## src/rtl/dram_ch_arbiter.sv

```systemverilog
// dram_ch_arbiter: round-robin arbiter for NUM_CH capture write channels, plus a
// credit-limited read-back engine, in front of a MIG app interface.
// Optional build macro: DRAM_ARB_WRAP_STOP_EN. When it is defined, a channel stops
// capturing after its region wraps once (one-shot capture).
module dram_ch_arbiter #(
    parameter int NUM_CH            = 4,
    parameter int APP_ADDR_WIDTH    = 28,
    parameter int APP_DATA_WIDTH    = 128,
    parameter int APP_MASK_WIDTH    = 16,
    parameter int REGION_ADDR_WIDTH = 20,
    parameter int BURST_STEP        = 8,
    parameter int RD_CREDITS        = 8
) (
    input  logic                              clk,
    input  logic                              i_rst,
    input  logic [NUM_CH-1:0]                 i_wr_valid,
    input  logic [NUM_CH*APP_DATA_WIDTH-1:0]  i_wr_data,
    output logic [NUM_CH-1:0]                 o_wr_ready,
    input  logic                              i_rd_req,
    input  logic [$clog2(NUM_CH)-1:0]         i_rd_ch,
    input  logic [REGION_ADDR_WIDTH-1:0]      i_rd_offset,
    input  logic [15:0]                       i_rd_len,
    output logic                              o_rd_busy,
    output logic                              o_rd_done,
    output logic [APP_DATA_WIDTH-1:0]         o_rd_data,
    output logic                              o_rd_valid,
    input  logic                              i_rd_pop,
    output logic                              o_dram_wen,
    output logic                              o_dram_ren,
    output logic [APP_ADDR_WIDTH-2:0]         o_dram_addr,
    output logic [APP_DATA_WIDTH-1:0]         o_dram_data,
    output logic [APP_MASK_WIDTH-1:0]         o_dram_mask,
    input  logic                              i_dram_ready,
    input  logic                              i_dram_wdf_ready,
    input  logic                              i_dram_data_valid,
    input  logic                              i_init_calib_complete,
    input  logic [APP_DATA_WIDTH-1:0]         i_dram_data,
    output logic [NUM_CH-1:0]                 o_wrapped
);
    localparam int CW = $clog2(NUM_CH);
    localparam int AW = APP_ADDR_WIDTH - 1;
    localparam int RW = REGION_ADDR_WIDTH;
    localparam int OW = $clog2(RD_CREDITS + 1);

    localparam logic [1:0] S_INIT = 2'd0;
    localparam logic [1:0] S_RUN  = 2'd1;
    localparam logic [1:0] S_RD   = 2'd2;

    logic [1:0]                     state;
    logic [NUM_CH-1:0][RW-1:0]      wptr;
    logic [NUM_CH-1:0]              wrapped;
    logic [CW-1:0]                  rr_ptr;
    logic [CW-1:0]                  rd_ch;
    logic [RW-1:0]                  rptr;
    logic [15:0]                    rd_len;
    logic [15:0]                    issued;
    logic [15:0]                    received;
    logic [OW-1:0]                  outstanding;
    logic                           rd_first;

    logic [NUM_CH-1:0][APP_DATA_WIDTH-1:0] wr_slices;
    logic [NUM_CH-1:0]              wr_elig;
    logic [CW-1:0]                  gnt;
    logic                           gnt_found;
    logic                           active, in_rd, wr_can, rd_can, wr_go, rd_go, pop_eff;
    logic [RW-1:0]                  wptr_nxt;

    assign wr_slices = i_wr_data;
    // Reset forces every output low, even before the first reset edge lands.
    assign active    = ~i_rst;
    assign in_rd     = active && (state == S_RD);

`ifdef DRAM_ARB_WRAP_STOP_EN
    assign wr_elig = i_wr_valid & ~wrapped;
`else
    assign wr_elig = i_wr_valid;
`endif

    // Round-robin search: first eligible channel at or after rr_ptr.
    always_comb begin
        gnt       = rr_ptr;
        gnt_found = 1'b0;
        for (int k = NUM_CH - 1; k >= 0; k--) begin
            if (wr_elig[(int'(rr_ptr) + k) % NUM_CH]) begin
                gnt       = CW'((int'(rr_ptr) + k) % NUM_CH);
                gnt_found = 1'b1;
            end
        end
    end

    assign wr_can   = active && (state != S_INIT) && gnt_found && i_dram_ready && i_dram_wdf_ready;
    assign rd_can   = in_rd && (issued < rd_len) && (outstanding < OW'(RD_CREDITS)) && i_dram_ready;
    // On a tie the read wins when rd_first is set; rd_first flips after each tie.
    assign rd_go    = rd_can && (!wr_can || rd_first);
    assign wr_go    = wr_can && !rd_go;
    assign pop_eff  = i_rd_pop && (outstanding != '0);
    assign wptr_nxt = wptr[gnt] + RW'(BURST_STEP);

    assign o_dram_wen  = wr_go;
    assign o_dram_ren  = rd_go;
    assign o_wr_ready  = wr_go ? (NUM_CH'(1) << gnt) : '0;
    assign o_dram_addr = wr_go ? AW'({gnt, wptr[gnt]}) : (rd_go ? AW'({rd_ch, rptr}) : '0);
    assign o_dram_data = wr_go ? wr_slices[gnt] : '0;
    assign o_dram_mask = '0;
    assign o_rd_valid  = in_rd && i_dram_data_valid;
    assign o_rd_data   = in_rd ? i_dram_data : '0;
    assign o_rd_busy   = in_rd;
    assign o_rd_done   = in_rd && i_init_calib_complete && (received == rd_len);
    assign o_wrapped   = active ? wrapped : '0;

    // State, pointers, credits and the read-job FSM.
    always_ff @(posedge clk) begin
        if (i_rst) begin
            state       <= S_INIT;
            wptr        <= '0;
            wrapped     <= '0;
            rr_ptr      <= '0;
            rd_ch       <= '0;
            rptr        <= '0;
            rd_len      <= '0;
            issued      <= '0;
            received    <= '0;
            outstanding <= '0;
            rd_first    <= 1'b1;
        end else begin
            if (wr_go) begin
                wptr[gnt] <= wptr_nxt;
                if (wptr_nxt == '0)
                    wrapped[gnt] <= 1'b1;
                rr_ptr <= (gnt == CW'(NUM_CH - 1)) ? '0 : gnt + 1'b1;
            end
            if (rd_go) begin
                rptr   <= rptr + RW'(BURST_STEP);
                issued <= issued + 16'd1;
            end
            if (rd_go && !pop_eff)
                outstanding <= outstanding + 1'b1;
            else if (!rd_go && pop_eff)
                outstanding <= outstanding - 1'b1;
            if (wr_can && rd_can)
                rd_first <= ~rd_first;
            if (state == S_RD && i_dram_data_valid)
                received <= received + 16'd1;

            if (!i_init_calib_complete) begin
                state <= S_INIT;
            end else begin
                case (state)
                    S_INIT: state <= S_RUN;
                    S_RUN: if (i_rd_req) begin
                        rd_ch    <= i_rd_ch;
                        rptr     <= i_rd_offset;
                        rd_len   <= i_rd_len;
                        issued   <= '0;
                        received <= '0;
                        rd_first <= 1'b1;
                        state    <= S_RD;
                    end
                    S_RD: if (received == rd_len) state <= S_RUN;
                    default: state <= S_INIT;
                endcase
            end
        end
    end
endmodule

```

## config.mk

```make
export PLATFORM = sky130hd
export DESIGN_NAME = dram_ch_arbiter
export DESIGN_NICKNAME = d
export VERILOG_FILES = /design/src/rtl/dram_ch_arbiter.sv
export SDC_FILE = /design/constraint.sdc
export NUM_CORES = 1
export LEC_CHECK = 0
export CORE_AREA = 5 5 382 384
export CTS_CLUSTER_DIAMETER = 60
export DETAILED_ROUTE_END_ITERATION = 10
export DIE_AREA = 0 0 387 389
export DONT_BUFFER_PORTS = 1
export GPL_ROUTABILITY_DRIVEN = 0
export SYNTH_ARGS = -nofsm -noshare
export SYNTH_HDL_FRONTEND = slang
export SYNTH_SLANG_ARGS = --single-unit
```

## constraint.sdc

```tcl
create_clock -name clk -period 5 [get_ports clk]
set_input_delay 0.5 -clock clk [delete_from_list [all_inputs] [get_ports clk]]
set_output_delay 0.5 -clock clk [all_outputs]
set_load 0.02 [all_outputs]
```

* Word level (Yosys, flattened, before mapping)
Cells that the tools add are included.
** Word-level totals
- Memory bits (read-only) :: 0
- Memory bits (writable) :: 0
- Bits of input ports :: 690
- Register bits :: 163
- Logic and storage cells :: 137
- Latch bits :: 0
- Memories :: 0
** Operators by class
- Multipliers :: 0
- $lt $le $gt $ge :: 8
- $add $sub $neg :: 10
- Divide/modulo/power cells :: 0
- Reduce and logical (&&, ||, !) cells :: 35
- Shifts and indexed selects :: 1
- Equal/unequal tests :: 6
- Multiplexer cells :: 56
- Bitwise operators :: 7
** Operator list (number)
- 128-bit 2-to-1 mux :: 3
- 128-bit binary-select mux with 2-bit select :: 1
- 16-bit 2-to-1 mux :: 8
- 20-bit 2-to-1 mux :: 6
- 80-bit bitwise mux :: 1
- 22-bit 2-to-1 mux :: 2
- 20-bit by 4-bit adder with 20-bit output, second input constant :: 2
- 20-bit binary-select mux with 2-bit select :: 1
- 20-bit demux with 2-bit select :: 1
- 16-bit by 1-bit adder with 16-bit output, second input constant :: 2
- 20-bit logical NOT :: 1
- 1-bit logical AND :: 19
- 16-bit == test :: 1
- 16-bit less-than comparator :: 1
- 1-bit 2-to-1 mux :: 16
- 4-bit 2-to-1 mux :: 4
- 2-bit 2-to-1 mux :: 7
- 3-bit by 4-bit less-than comparator with 1-bit output, second input constant :: 3
- 1-bit binary-select mux with 2-bit select :: 4
- 2-bit OR reduction :: 4
- 2-bit by 3-bit less-than comparator with 1-bit output, second input constant :: 2
- 2-bit one-hot mux with 3 select lines :: 1
- 2-bit by 1-bit adder with 2-bit output, second input constant :: 2
- 2-bit adder, second input constant :: 2
- 20 further kinds :: 29

* Longest topological paths before layout
- Word-level depth :: 20
- Depth in mapped cells :: 19

* Worst setup path after synthesis
Ideal clock, no wire load.
- Path kind :: flip-flop to flip-flop
- Start :: register rd_len[9]
- End :: register outstanding[3]
- Path buffers :: 3
- Setup time :: 0.070 ns
- Required time :: 4.930 ns
- Clock period less this slack :: 4.132 ns
- Path slack :: 0.868 ns
- Arrival time :: 4.062 ns
- Cell stages (with the launch flop) :: 20
- Cells stage by stage :: dfxtp_1 inv_1 ha_1 a21o_1 a21o_1 a21oi_1 nor2_1 a211oi_1 o211a_1 buf_2 buf_1 clkbuf_1 ha_1 inv_1 ha_1 a21o_1 a21oi_1 xnor2_1 or3_1 a21oi_1
** Between the ends
- Cells in the longest elaborated chain, start to end :: 8
- Elaborated cells on any way between the ends :: 10
- Those cells by class :: 1 x order compare; 1 x mux; 8 x reduce/logical
** Ends and longest elaborated chain
- start: declaration :: RTL line 55 : logic [15:0] rd_len;
- start signal: assignment :: RTL line 153 : rd_len <= i_rd_len;
- 16-bit less-than comparator * :: RTL line 92 : assign rd_can = in_rd && (issued < rd_len) && (outstanding < OW'(RD_CREDITS)) && i_dram_ready;
- 1-bit logical AND * (3 in series) :: RTL line 92
- 1-bit logical AND * :: RTL line 94 : assign rd_go = rd_can && (!wr_can || rd_first);
- net o_dram_ren :: RTL line 29 : output logic o_dram_ren,
- 1-bit logical NOT :: RTL line 138 : else if (!rd_go && pop_eff)
- 1-bit logical AND :: RTL line 138
- 2-bit nonzero test (no line)
- end signal: assignment :: RTL line 137 : outstanding <= outstanding + 1'b1;
- end signal: assignment :: RTL line 139 : outstanding <= outstanding - 1'b1;
- end: declaration :: RTL line 58 : logic [OW-1:0] outstanding;
The timed path passes the listed nets; every way through them passes the cells marked *.
A chain may end at the register's enable or synchronous reset.

* Worst setup path after layout
- Start :: register rr_ptr[1]
- End :: output port o_dram_data[11]
** Between the ends
- Cells in the longest elaborated chain, start to end :: 17
- Elaborated cells on any way between the ends :: 33
- Those cells by class :: 3 x add/sub; 22 x mux; 8 x reduce/logical
** Ends and longest elaborated chain
- start: declaration :: RTL line 52 : logic [CW-1:0] rr_ptr;
- start signal: assignment :: RTL line 130 : rr_ptr <= (gnt == CW'(NUM_CH - 1)) ? '0 : gnt + 1'b1;
- 2-bit adder :: RTL line 84, 85
- 1-bit binary-select mux with 2-bit select :: RTL line 84 : if (wr_elig[(int'(rr_ptr) + k) % NUM_CH]) begin
- 1-bit 2-to-1 mux (implied by the code) (2 in series) :: RTL line 84
- 1-bit 2-to-1 mux (4 in series) :: RTL line 84
- 1-bit logical AND (3 in series) :: RTL line 91 : assign wr_can = active && (state != S_INIT) && gnt_found && i_dram_ready && i_dram_wdf_ready;
- 1-bit logical NOT :: RTL line 94
- 1-bit logical OR :: RTL line 94
- 1-bit logical AND :: RTL line 94
- 1-bit logical NOT :: RTL line 95 : assign wr_go = wr_can && !rd_go;
- 1-bit logical AND :: RTL line 95
- 128-bit 2-to-1 mux * :: RTL line 103 : assign o_dram_data = wr_go ? wr_slices[gnt] : '0;
- end: declaration :: RTL line 31 : output logic [APP_DATA_WIDTH-1:0] o_dram_data,
Every way passes the cells marked *; elsewhere a longest branch is shown, timed or not. The select of a mux whose other input is x is not followed.

==> run_results.csv <==
group,metric,value,unit
clock_network,post_cts_buffers,0,
global_route,grt_max_degree,154,
run,max_cap_viol_count,0,
synthesis,syn_inst,2190,
synthesis,synth_area_per_cell,6.24,um^2
worst_setup_path,crit_arrival,3940,ps
timing,max_slew.worst_pin.slew,1130,ps
placed_design,dpl_worst_slack,933,ps
die,fp.dieH,389,um
synthesis,ys.flop_type,"dfxtp_1",
global_route,grt_pass1_vias,14300,
synthesis,ys_ff_latch,163,
power,intPower,2.31,mW
min_path,hp-class,"primary input to register",
global_route,grt_overflow_total,0,
routing,wl_met1,46000,um
clock_network,cts_resized,0,
cells_and_area,design_area,16400,um^2
worst_setup_path,crit_chain,"nor3_1, nor4_1, or2_4, buf_12, buf_12, nand2_1, nand3_1, and3_1",
timing,relSlewSlack,24.5,%
placed_design,hpwl,105000,um
routing,drt-initial-drc-count,1829,
power,vdd_drop_max,0.274,mV
routing,highest_layer,"met5",
die,core-area,142000,um^2
timing,worst_slack,561,ps
power,clock_power_share,38.7,%
routing,wl_per_cell,30.2,um
power,power_frac_comb,23.6,%
clock_network,clockBufferDepth,2,
power,p_total,3.62,mW
worst_setup_path,reg2regPathDepth,16,
die,ios,1002,
timing,rsz0062_at_grt,"false",
worst_setup_path,path_max_fanout,153,
global_route,antenna_found_initial,111,
synthesis,syn_area,13700,um^2
routing,first_pass_iters,8,
worst_setup_path,slowest_delay,670,ps
routing,post-route-drc-count,0,
cells_and_area,final_util,11.5,%
power,switching_share,36.1,%
run_status,outcome,"completed",
worst_setup_path,end_kind,"output port",
synthesis,synth_edf_count,0,
die,die-area,151000,um^2
placed_design,io_buffers,0,
synthesis,ys_seq_area_share,23.9,%
cells_and_area,layout.cells.non_filler,4010,
clock_network,insertion_delay,470,ps
timing,holdWs,151,ps
clock_network,clk_pin_slew,80,ps
worst_setup_path,rrSetupSlack,960,ps
timing,finalSetupViolations,0,
synthesis,yosys_warnings,0,
die,initial_core_util,9.59,%
min_path,whs_endpoint,"rptr[1]",
worst_setup_path,r2r-end,"outstanding[3]",
worst_setup_path,crit_type,"register to output port",
power,switching_power,1.31,mW
routing,dr_wl_met3,18000,um
clock_network,cts_hold_buf,0,
clock_network,clockRootBuffer,"clkbuf_16",
worst_setup_path,crit_top_cell,"buf_12",
min_path,min_path_cells,2,
timing,worst_clock_skew,15.5,ps
worst_setup_path,r2r_start,"rd_len[9]",
die,num_rows,139,
cells_and_area,final_net_count,2780,
worst_setup_path,startpoint_type,"register",
cells_and_area,areaGrowthSynthToFinish,19.8,%
min_path,hp-start,"i_rd_offset[1]",
placed_design,dp.cells,3947,
routing,ant_nets,0,
power,leakage,6.16,nW
worst_setup_path,worstPathRequired,4500,ps
routing,routed_wl,121000,um
global_route,grt_pass1_wl,151000,um
timing,max_freq,225,MHz
global_route,grtUsageTotal,15.0,%
routing,routed-wl-met2,52600,um
power,cellPowerDensity,221,nW/um^2
clock_network,cts_buffers,17,
cells_and_area,drive_above_1_share,4.72,%
clock_network,clock-sinks,163,
clock_network,htreeDepth,4,
timing,slew_violations,0,
timing,min_period,4440,ps
routing,vias,16100,
synthesis,synth_cell_types,66,
timing,period_share,88.8,%
placed_design,place_area,15700,um^2
power,sequentialPowerShare,37.7,%
synthesis,synthArstFlopShare,0,%
timing,tns,0,ps
routing,avgViaCountPerCell,4.01,
clock_network,cts_tree,"built",
worst_setup_path,cp_slowest_cell,"and3_1",
timing,hold_viol_final,0,
die,fp.dieW,387,um
[registers in the layout, indices dropped and copies added (netlist names), 2 cells and up]
name,count
wptr,80
rptr,20
issued,16
rd_len,16
received,16
outstanding,4
wrapped,4
rd_ch,2
rr_ptr,2
state,2
[power groups by stage]
stage | logic, mW | registers, mW | clock network (mW)
after floorplan | 0.598 | 1.38 | 0
after global placement | 0.835 | 1.39 | 0
after detailed placement | 0.848 | 1.39 | 0
after CTS | 0.851 | 1.36 | 1.45
after global routing | 0.933 | 1.37 | 1.50
final | 0.854 | 1.36 | 1.40
[layout make-up]
class	instances	area (um^2)
Multi-Input combinational cell	1823	9530
Sequential cell	163	3260
Tap cell	1903	2380
Clock buffer	18	439
Inverter	24	108
Timing Repair Buffer	34	368
Clock inverter	14	188
Fill cell	16700	126000
Antenna cell	31	77.6
[per-layer routing]
layer | global-route usage, % | vias to the layer above
li1 | - | 7080
met1 | 17.2 | 7644
met2 | 22.4 | 1090
met3 | 10.2 | 233
met4 | 4.93 | 50
met5 | 0 | -
[cells in the mapped netlist (6+ instances only)]
master    instances  area share (%)
inv_1            22            0.60
a21oi_1          65             2.4
ha_1             26             2.4
a21o_1            6            0.33
clkbuf_1        154             4.2
nand2_1         667              18
dfxtp_1         163              24
and2_1          130             6.0
nand2b_1          6            0.27
nand3b_1         12            0.66
xnor2_1          20             1.3
a22o_1            7            0.45
mux2i_1           6            0.44
nand3_1         284              10
a211oi_1         62             3.4
xor2_1           47             3.0
nor3_1           26            0.95
o31ai_1          16            0.88
or3_1            13            0.60
nand4_1          14            0.64
nor2b_1          10            0.46
nor2_1          154             4.2
buf_1            14            0.38
and3_1          140             6.4
buf_4            22             1.2
o21ai_0          32             1.2
[worst max path at each step]
stage,from,endpoint
floorplan,rd_len[9],outstanding[3]
detailed placement,rd_len[9],outstanding[3]
finish,rr_ptr[1],o_dram_data[11]
global placement,rd_len[9],outstanding[3]
global route,rr_ptr[1],o_dram_data[1]
CTS,rr_ptr[1],o_dram_data[127]
[cells in the final DEF, fill, tap and decap left out, types with 5 or more instances in the layout]
| cell type | instances |
|---|---|
| nand4_1 | 14 |
| nor4_1 | 5 |
| inv_1 | 22 |
| diode_2 | 31 |
| xor2_1 | 47 |
| ha_1 | 26 |
| a21oi_1 | 65 |
| a22o_1 | 7 |
| a211oi_1 | 62 |
| xnor2_1 | 20 |
| dfxtp_1 | 163 |
| o31ai_1 | 15 |
| a21o_1 | 6 |
| and3_1 | 140 |
| conb_1 | 21 |
| buf_12 | 9 |
| and2_1 | 130 |
| or3_1 | 13 |
| mux2i_1 | 6 |
| nand2_1 | 667 |
| nor2b_1 | 9 |
| nand3_1 | 284 |
| buf_4 | 25 |
| nor2_1 | 154 |
| o21ai_0 | 32 |
| clkinv_8 | 5 |
| nand3b_1 | 12 |
| nand2b_1 | 6 |
| nor3_1 | 26 |
| clkbuf_16 | 17 |
[critical path: cells and delay by family (launching register included)]
family	cells	cell delay, ps
flip-flops	1	550
buffers and inverters	2	910
AND/OR/NAND/NOR	6	1780
[kinds of logic after synthesis]
kind of cell / Yosys count / synth area share (%)
buffers and inverters: 224 / 7.21
AND/OR/NAND/NOR: 1482 / 50.6
other: 1 / 0.0275
adder cells (fa/ha/maj): 27 / 2.53
multiplexers: 8 / 0.632
AO/OA/AOI/OAI: 216 / 10.5
flip-flops: 163 / 23.9
XOR/XNOR: 69 / 4.53
(Power assumes the default switching activity.)
